<file path="config.mk">
export PLATFORM = sky130hd
export DESIGN_NAME = semaforo_lamp_bank
export DESIGN_NICKNAME = d
export VERILOG_FILES = /design/src/rtl/semaforo_lamp_bank.sv
export SDC_FILE = /design/constraint.sdc
export NUM_CORES = 1
export LEC_CHECK = 0
export BUFFER_PORTS_ARGS = -buffer_cell sky130_fd_sc_hd__buf_4
export CAP_MARGIN = 5
export CORE_UTILIZATION = 50
export CTS_CLUSTER_DIAMETER = 50
export DETAILED_ROUTE_END_ITERATION = 6
export GPL_TIMING_DRIVEN = 0
export PLACE_DENSITY = 0.76
export SLEW_MARGIN = 15
export SYNTH_ARGS = -nofsm -noshare
export SYNTH_HDL_FRONTEND = slang
export SYNTH_SLANG_ARGS = --single-unit
</file>
<file path="constraint.sdc">
create_clock -name CLK -period 2.2 [get_ports CLK]
set_input_delay 0.44 -clock CLK [delete_from_list [all_inputs] [get_ports CLK]]
set_output_delay 0.44 -clock CLK [all_outputs]
set_load 0.01 [all_outputs]
</file>
<file path="src/rtl/semaforo_lamp_bank.sv">
// semaforo_lamp_bank: colour state and one-hot lamp drivers for the 9 signal
// heads of the intersection (6 vehicle, 3 pedestrian).
// Heads advance on one-cycle change pulses and load from set_level on set_load.
// With enable_general=0 all vehicle heads flash yellow and pedestrian heads go dark.
// Optional conflict monitor: define SEMAFORO_CONFLICT_MON_EN to build it;
// otherwise fault is tied low.
module semaforo_lamp_bank #(
  parameter int unsigned BLINK_DIV = 5000
) (
  input  logic        CLK,
  input  logic        reset_general_n,
  input  logic        enable_general,
  input  logic [8:0]  change,
  input  logic [8:0]  set_level,
  input  logic        set_load,
  output logic [17:0] veh_lamp,
  output logic [5:0]  ped_lamp,
  output logic        red_check_NN,
  output logic        fault
);

  typedef enum logic [1:0] {
    VEH_GREEN  = 2'd0,
    VEH_YELLOW = 2'd1,
    VEH_RED    = 2'd2
  } veh_state_t;

  typedef enum logic {
    PED_GREEN = 1'b0,
    PED_RED   = 1'b1
  } ped_state_t;

  localparam int unsigned CNT_W = (BLINK_DIV > 1) ? $clog2(BLINK_DIV) : 1;
  localparam logic [CNT_W-1:0] CNT_LAST = CNT_W'(BLINK_DIV - 1);

  veh_state_t       veh_st_r [6];
  veh_state_t       veh_st_s [6];
  ped_state_t       ped_st_r [3];
  ped_state_t       ped_st_s [3];
  logic [CNT_W-1:0] cnt_r;
  logic [CNT_W-1:0] cnt_s;
  logic             blink_phase_r;
  logic             blink_phase_s;
  logic             fault_r;
  logic             fault_s;
  logic             hold_s;
  logic [17:0]      veh_lamp_s;
  logic [5:0]       ped_lamp_s;
  logic             red_check_s;

  function automatic veh_state_t veh_advance(input veh_state_t s);
    case (s)
      VEH_GREEN:  return VEH_YELLOW;
      VEH_YELLOW: return VEH_RED;
      VEH_RED:    return VEH_GREEN;
      default:    return VEH_RED;
    endcase
  endfunction

  function automatic logic [2:0] veh_enc(input veh_state_t s);
    case (s)
      VEH_GREEN:  return 3'b001;
      VEH_YELLOW: return 3'b010;
      VEH_RED:    return 3'b100;
      default:    return 3'b100;
    endcase
  endfunction

  function automatic logic [1:0] ped_enc(input ped_state_t s);
    case (s)
      PED_GREEN: return 2'b01;
      PED_RED:   return 2'b10;
      default:   return 2'b10;
    endcase
  endfunction

`ifdef SEMAFORO_CONFLICT_MON_EN
  logic conflict_s;

  // Conflict check on the registered head states; fault latches until reset.
  always_comb begin
    conflict_s = 1'b0;
    if (veh_st_r[2] == VEH_GREEN) begin
      conflict_s = (veh_st_r[0] == VEH_GREEN) || (veh_st_r[1] == VEH_GREEN) ||
                   (ped_st_r[0] == PED_GREEN) || (ped_st_r[1] == PED_GREEN) ||
                   (ped_st_r[2] == PED_GREEN);
    end else begin
      conflict_s = 1'b0;
    end
    hold_s  = fault_r;
    fault_s = fault_r | conflict_s;
  end
`else
  // No monitor: heads are never held and fault stays low.
  always_comb begin
    hold_s  = 1'b0;
    fault_s = 1'b0;
  end
`endif

  // Blink divider: count 0..BLINK_DIV-1, toggle phase on wrap.
  always_comb begin
    cnt_s         = cnt_r;
    blink_phase_s = blink_phase_r;
    if (cnt_r == CNT_LAST) begin
      cnt_s         = '0;
      blink_phase_s = ~blink_phase_r;
    end else begin
      cnt_s         = cnt_r + {{(CNT_W-1){1'b0}}, 1'b1};
      blink_phase_s = blink_phase_r;
    end
  end

  // Head next state: frozen in standby/fault, load beats change.
  always_comb begin
    veh_st_s = veh_st_r;
    ped_st_s = ped_st_r;
    if (!enable_general || hold_s) begin
      veh_st_s = veh_st_r;
      ped_st_s = ped_st_r;
    end else if (set_load) begin
      for (int i = 0; i < 6; i++) begin
        veh_st_s[i] = set_level[i] ? VEH_GREEN : VEH_RED;
      end
      for (int j = 0; j < 3; j++) begin
        ped_st_s[j] = set_level[6+j] ? PED_GREEN : PED_RED;
      end
    end else begin
      for (int i = 0; i < 6; i++) begin
        if (change[i]) begin
          veh_st_s[i] = veh_advance(veh_st_r[i]);
        end else begin
          veh_st_s[i] = veh_st_r[i];
        end
      end
      for (int j = 0; j < 3; j++) begin
        if (change[6+j]) begin
          ped_st_s[j] = (ped_st_r[j] == PED_GREEN) ? PED_RED : PED_GREEN;
        end else begin
          ped_st_s[j] = ped_st_r[j];
        end
      end
    end
  end

  // Lamp pattern from next state so a pulse at edge k shows right after edge k.
  always_comb begin
    veh_lamp_s  = 18'b0;
    ped_lamp_s  = 6'b0;
    red_check_s = 1'b0;
    if (fault_s) begin
      for (int i = 0; i < 6; i++) begin
        veh_lamp_s[3*i +: 3] = {1'b0, blink_phase_s, 1'b0};
      end
      ped_lamp_s  = 6'b10_10_10;
      red_check_s = 1'b0;
    end else if (!enable_general) begin
      for (int i = 0; i < 6; i++) begin
        veh_lamp_s[3*i +: 3] = {1'b0, blink_phase_s, 1'b0};
      end
      ped_lamp_s  = 6'b00_00_00;
      red_check_s = 1'b0;
    end else begin
      for (int i = 0; i < 6; i++) begin
        veh_lamp_s[3*i +: 3] = veh_enc(veh_st_s[i]);
      end
      for (int j = 0; j < 3; j++) begin
        ped_lamp_s[2*j +: 2] = ped_enc(ped_st_s[j]);
      end
      red_check_s = (veh_st_s[0] == VEH_RED);
    end
  end

  // State, blink and output registers with synchronous active-low reset.
  always_ff @(posedge CLK) begin
    if (!reset_general_n) begin
      for (int i = 0; i < 6; i++) begin
        veh_st_r[i] <= VEH_RED;
      end
      for (int j = 0; j < 3; j++) begin
        ped_st_r[j] <= PED_RED;
      end
      cnt_r         <= '0;
      blink_phase_r <= 1'b1;
      fault_r       <= 1'b0;
      veh_lamp      <= 18'b100_100_100_100_100_100;
      ped_lamp      <= 6'b10_10_10;
      red_check_NN  <= 1'b1;
    end else begin
      veh_st_r      <= veh_st_s;
      ped_st_r      <= ped_st_s;
      cnt_r         <= cnt_s;
      blink_phase_r <= blink_phase_s;
      fault_r       <= fault_s;
      veh_lamp      <= veh_lamp_s;
      ped_lamp      <= ped_lamp_s;
      red_check_NN  <= red_check_s;
    end
  end

  assign fault = fault_r;

endmodule

</file>
==> metrics.txt <==
# TYPE chip_impl_metric gauge
chip_impl_metric{name="cp_max_fo",unit=""} 6
chip_impl_metric{name="synth_area_per_cell",unit="µm²"} 8.76
chip_impl_metric{name="max_slew.worst_pin.slew",unit="ps"} 562
chip_impl_metric{name="synth_enable_flop_cells",unit=""} 0
chip_impl_metric{name="final_setup_violation_count",unit=""} 0
chip_impl_metric{name="post_cts_resized",unit=""} 0
chip_impl_info{name="outcome",value="completed"} 1
chip_impl_metric{name="drt_pass1_iterations",unit=""} 4
chip_impl_metric{name="synth_fp_nets",unit=""} 276
chip_impl_metric{name="post-route-drc-count",unit=""} 0
chip_impl_metric{name="row_count",unit=""} 23
chip_impl_metric{name="power.density_cell_area",unit="mW/mm²"} 676
chip_impl_info{name="cts-root-buf",value="sky130_fd_sc_hd__clkbuf_8"} 1
chip_impl_metric{name="design.die.area",unit="mm²"} 0.00470
chip_impl_metric{name="io_pins",unit=""} 48
chip_impl_metric{name="clock.fmax",unit="GHz"} 0.471
chip_impl_metric{name="finClkSkew",unit="ps"} 6.56
chip_impl_metric{name="dp_hpwl",unit="mm"} 3.37
chip_impl_metric{name="post_route_cells_drive_above_1_share",unit=""} 0.206
chip_impl_metric{name="post_cts.repair.setup_buffers",unit=""} 0
chip_impl_info{name="timing.critical_path.max_delay_family",value="simple AND/OR/NAND/NOR gates"} 1
chip_impl_info{name="worstSetupStartpointType",value="register"} 1
chip_impl_metric{name="layout.nets",unit=""} 329
chip_impl_info{name="critPathCaptureType",value="register"} 1
chip_impl_metric{name="antennaDiodeCount",unit=""} 0
chip_impl_metric{name="finalWirelength",unit="mm"} 4.85
chip_impl_metric{name="ant_nets",unit=""} 0
chip_impl_metric{name="cp_data_arrival_time",unit="ps"} 2320
chip_impl_info{name="grt_setup_unrepaired",value="no"} 1
chip_impl_metric{name="cp.buffers_inverters",unit=""} 0
chip_impl_metric{name="cts.sink_count",unit=""} 54
chip_impl_metric{name="synth_seq_cells",unit=""} 54
chip_impl_metric{name="routed_len_inst",unit="µm"} 13.6
chip_impl_metric{name="tritoncts.num_buffers",unit=""} 5
chip_impl_info{name="path_class",value="register to register"} 1
chip_impl_info{name="worstPathCellList",value="or4b_1 -> or4_4 -> mux2_4 -> a31o_1"} 1
chip_impl_metric{name="min_period_over_period",unit=""} 0.965
chip_impl_metric{name="grt.overflow.total",unit=""} 0
chip_impl_metric{name="max_cap_violations",unit=""} 0
chip_impl_metric{name="hold_viol_final",unit=""} 0
chip_impl_info{name="hold_class",value="input pin to register"} 1
chip_impl_metric{name="route.detailed.vias_per_inst",unit=""} 5.37
chip_impl_metric{name="insertion_delay",unit="ps"} 300
chip_impl_metric{name="die_w",unit="µm"} 68.6
chip_impl_metric{name="hold_depth",unit=""} 3
chip_impl_info{name="tritoncts",value="done"} 1
chip_impl_info{name="hold_end",value="ped_lamp[4]"} 1
chip_impl_metric{name="netlist_area",unit="mm²"} 0.00222
chip_impl_metric{name="grt_first_pass_wirelength",unit="mm"} 7.81
chip_impl_metric{name="cts-hold-fix-buffers",unit=""} 0
chip_impl_metric{name="cts.htree.levels",unit=""} 2
chip_impl_metric{name="timing.final.crit_period",unit="ps"} 2120
chip_impl_info{name="timing.rr.end",value="veh_lamp[13]"} 1
chip_impl_metric{name="critPathMaxStageDelay",unit="ps"} 570
chip_impl_metric{name="post_synth_xor_area_fraction",unit=""} 0.0593
chip_impl_info{name="hold_path_startpoint",value="set_level[8]"} 1
chip_impl_metric{name="synthMuxAreaShare",unit=""} 0.0508
chip_impl_metric{name="finalSetupTns",unit="ps"} 0
chip_impl_metric{name="overall_fraction_of_global_route_tracks_in_use",unit=""} 0.229
chip_impl_metric{name="finished_layout_cell_area",unit="mm²"} 0.00270
chip_impl_metric{name="cp_data_required_time",unit="ps"} 2400
chip_impl_metric{name="grt_start_max_net_pins",unit=""} 15
chip_impl_metric{name="dpl_worst_slack",unit="ps"} 40.8
chip_impl_metric{name="worst_slew_margin_rel",unit=""} 0.625
chip_impl_metric{name="initial_antenna_violation_count",unit=""} 0
chip_impl_metric{name="place.port_buffers",unit=""} 46
chip_impl_metric{name="reg2reg_slack",unit="ps"} 80
chip_impl_info{name="r2r_start",value="cnt_r[4]"} 1
chip_impl_metric{name="placement.cell_area",unit="mm²"} 0.00262
chip_impl_metric{name="core-area",unit="mm²"} 0.00412
chip_impl_info{name="synthFlopType",value="sky130_fd_sc_hd__dfxtp_1"} 1
chip_impl_metric{name="die_h",unit="µm"} 68.6
chip_impl_metric{name="r2r_cells",unit=""} 4
chip_impl_metric{name="clk_pin_slew",unit="ps"} 90
chip_impl_metric{name="finalWeightedCongestion",unit=""} 0.832
chip_impl_metric{name="post_synth_inst_count",unit=""} 253
chip_impl_info{name="crit_path_top_delay_cell",value="sky130_fd_sc_hd__or4_4"} 1
chip_impl_metric{name="synth_compound_gate_area_share",unit=""} 0.131
chip_impl_metric{name="area.growth.synth_to_final",unit="%"} 21.9
chip_impl_metric{name="ys.warnings.count",unit=""} 0
chip_impl_metric{name="slew_viol_final",unit=""} 0
chip_impl_metric{name="ir_worst_vdd",unit="µV"} 358
chip_impl_metric{name="ys_seq_area_frac",unit=""} 0.488
chip_impl_metric{name="initial_core_util",unit=""} 0.538
chip_impl_metric{name="dr.first_iter.drc_count",unit=""} 220
chip_impl_metric{name="yosys.cell_types.count",unit=""} 39
chip_impl_metric{name="first_global_vias",unit=""} 1669
chip_impl_metric{name="leakagePower",unit="nW"} 1.13
chip_impl_metric{name="cts.path.max_buffers",unit=""} 2
chip_impl_metric{name="synth-adder-area-share",unit=""} 0.00565
chip_impl_metric{name="postSynth.asyncResetShare",unit=""} 0
chip_impl_metric{name="worst_case_setup_margin_in_the_final_layout",unit="ps"} 78.0
chip_impl_metric{name="synth_simple_gate_area_frac",unit=""} 0.229
chip_impl_info{name="synth_top_family_by_area",value="simple AND/OR/NAND/NOR gates"} 1
chip_impl_metric{name="via_count",unit=""} 1913
-- per-layer routing --
layer	routed length (µm)	up-vias	GRT usage
met5	0	-	0
met4	67	0	0.0859
met3	294	9	0.0559
met2	2250	75	0.358
met1	2230	863	0.303
li1	-	966	-
-- stage by stage --
| step | util | cells | hold WS [ps] | total power, mW |
|---|---|---|---|---|
| finish | 0.656 | 356 | 398 | 1.82 |
| global route | 0.656 | 356 | 422 | 1.90 |
| CTS | 0.656 | 356 | 396 | 1.83 |
| detailed placement | 0.638 | 349 | 449 | 1.33 |
| global placement | 0.638 | 349 | 430 | 1.32 |
| floorplan | - | 253 | 418 | 1.21 |
-- synth_stat cells, types with 2 or more instances --
library cell	n	share of area
sky130_fd_sc_hd__nand2_1	27	0.046
sky130_fd_sc_hd__mux2_2	6	0.030
sky130_fd_sc_hd__mux2i_1	3	0.014
sky130_fd_sc_hd__a31oi_1	11	0.031
sky130_fd_sc_hd__xnor2_1	10	0.040
sky130_fd_sc_hd__and3_1	2	0.0056
sky130_fd_sc_hd__a21o_1	2	0.0068
sky130_fd_sc_hd__nand4_1	3	0.0085
sky130_fd_sc_hd__o22ai_1	3	0.0085
sky130_fd_sc_hd__buf_1	2	0.0034
sky130_fd_sc_hd__clkbuf_1	8	0.014
sky130_fd_sc_hd__nor2_1	37	0.063
sky130_fd_sc_hd__nor2b_1	6	0.017
sky130_fd_sc_hd__o21bai_1	2	0.0068
sky130_fd_sc_hd__inv_1	7	0.012
sky130_fd_sc_hd__o21ai_0	16	0.036
sky130_fd_sc_hd__nand2b_1	2	0.0056
sky130_fd_sc_hd__nor3b_1	6	0.020
sky130_fd_sc_hd__and2_1	6	0.017
sky130_fd_sc_hd__a21oi_1	5	0.011
sky130_fd_sc_hd__nand3_1	8	0.018
sky130_fd_sc_hd__nor3_1	4	0.0090
sky130_fd_sc_hd__xor2_1	5	0.020
sky130_fd_sc_hd__a31o_1	4	0.016
sky130_fd_sc_hd__dfxtp_1	54	0.49
-- cells in the final DEF, fill, tap and decap left out, types with 5 or more instances in the layout --
cell and count:
sky130_fd_sc_hd__a21oi_1 5, sky130_fd_sc_hd__clkbuf_8 5, sky130_fd_sc_hd__mux2_2 6, sky130_fd_sc_hd__xor2_1 5
sky130_fd_sc_hd__and2_1 6, sky130_fd_sc_hd__dfxtp_1 54, sky130_fd_sc_hd__o21ai_0 16, sky130_fd_sc_hd__clkbuf_1 10
sky130_fd_sc_hd__nor3b_1 6, sky130_fd_sc_hd__inv_1 7, sky130_fd_sc_hd__a31oi_1 11, sky130_fd_sc_hd__xnor2_1 10
sky130_fd_sc_hd__buf_4 47, sky130_fd_sc_hd__nand3_1 8, sky130_fd_sc_hd__nor2b_1 6, sky130_fd_sc_hd__nand2_1 27
sky130_fd_sc_hd__nor2_1 37
-- sequential cells by signal (all words and copies together) (netlist names) --
signal / cells
veh_st_r: 12
blink_phase_r: 1
cnt_r: 13
veh_lamp: 18
ped_lamp: 6
ped_st_r: 3
red_check_NN: 1
-- final cells by class --
class                   instances  area (µm²)
plain buffers                  12        50.0
clock buffers                   7        76.3
fillers                       362        1420
inverters                       7        26.3
multi-input cells             180        1060
flip-flops and latches         54        1080
well taps                      50        62.6
repair buffers                 46         345
-- worst max-delay path by stage --
stage                        start  cells past startpoint           end
floorplan                cnt_r[10]                      4  veh_lamp[10]
CTS                      cnt_r[10]                      4  veh_lamp[13]
finish                    cnt_r[4]                      4  veh_lamp[13]
global placement    enable_general                      5   veh_lamp[3]
global route              cnt_r[4]                      4  veh_lamp[13]
detailed placement  enable_general                      5   veh_lamp[3]
-- power by group --
| group | leakage [nW] | internal (mW) | switching (mW) |
|---|---|---|---|
| clock network | 0.0383 | 0.220 | 0.299 |
| logic | 0.647 | 0.124 | 0.130 |
| registers | 0.445 | 1.03 | 0.0245 |
-- worst min-delay path: stages --
cell,delay [ps]
sky130_fd_sc_hd__buf_4,80
sky130_fd_sc_hd__mux2i_1,70
sky130_fd_sc_hd__nor2_1,80
-- cells by family (layout without fill, tap and decap cells) --
| group | after synthesis | count (layout) |
|---|---|---|
| simple gates | 106 | 106 |
| flops | 54 | 54 |
| other cells | 1 | 1 |
| compound gates | 47 | 47 |
| fa+ha+maj | 1 | 1 |
| xor+xnor | 15 | 15 |
| buf+inv | 19 | 72 |
| mux | 10 | 10 |
(Power assumes the default switching activity.)
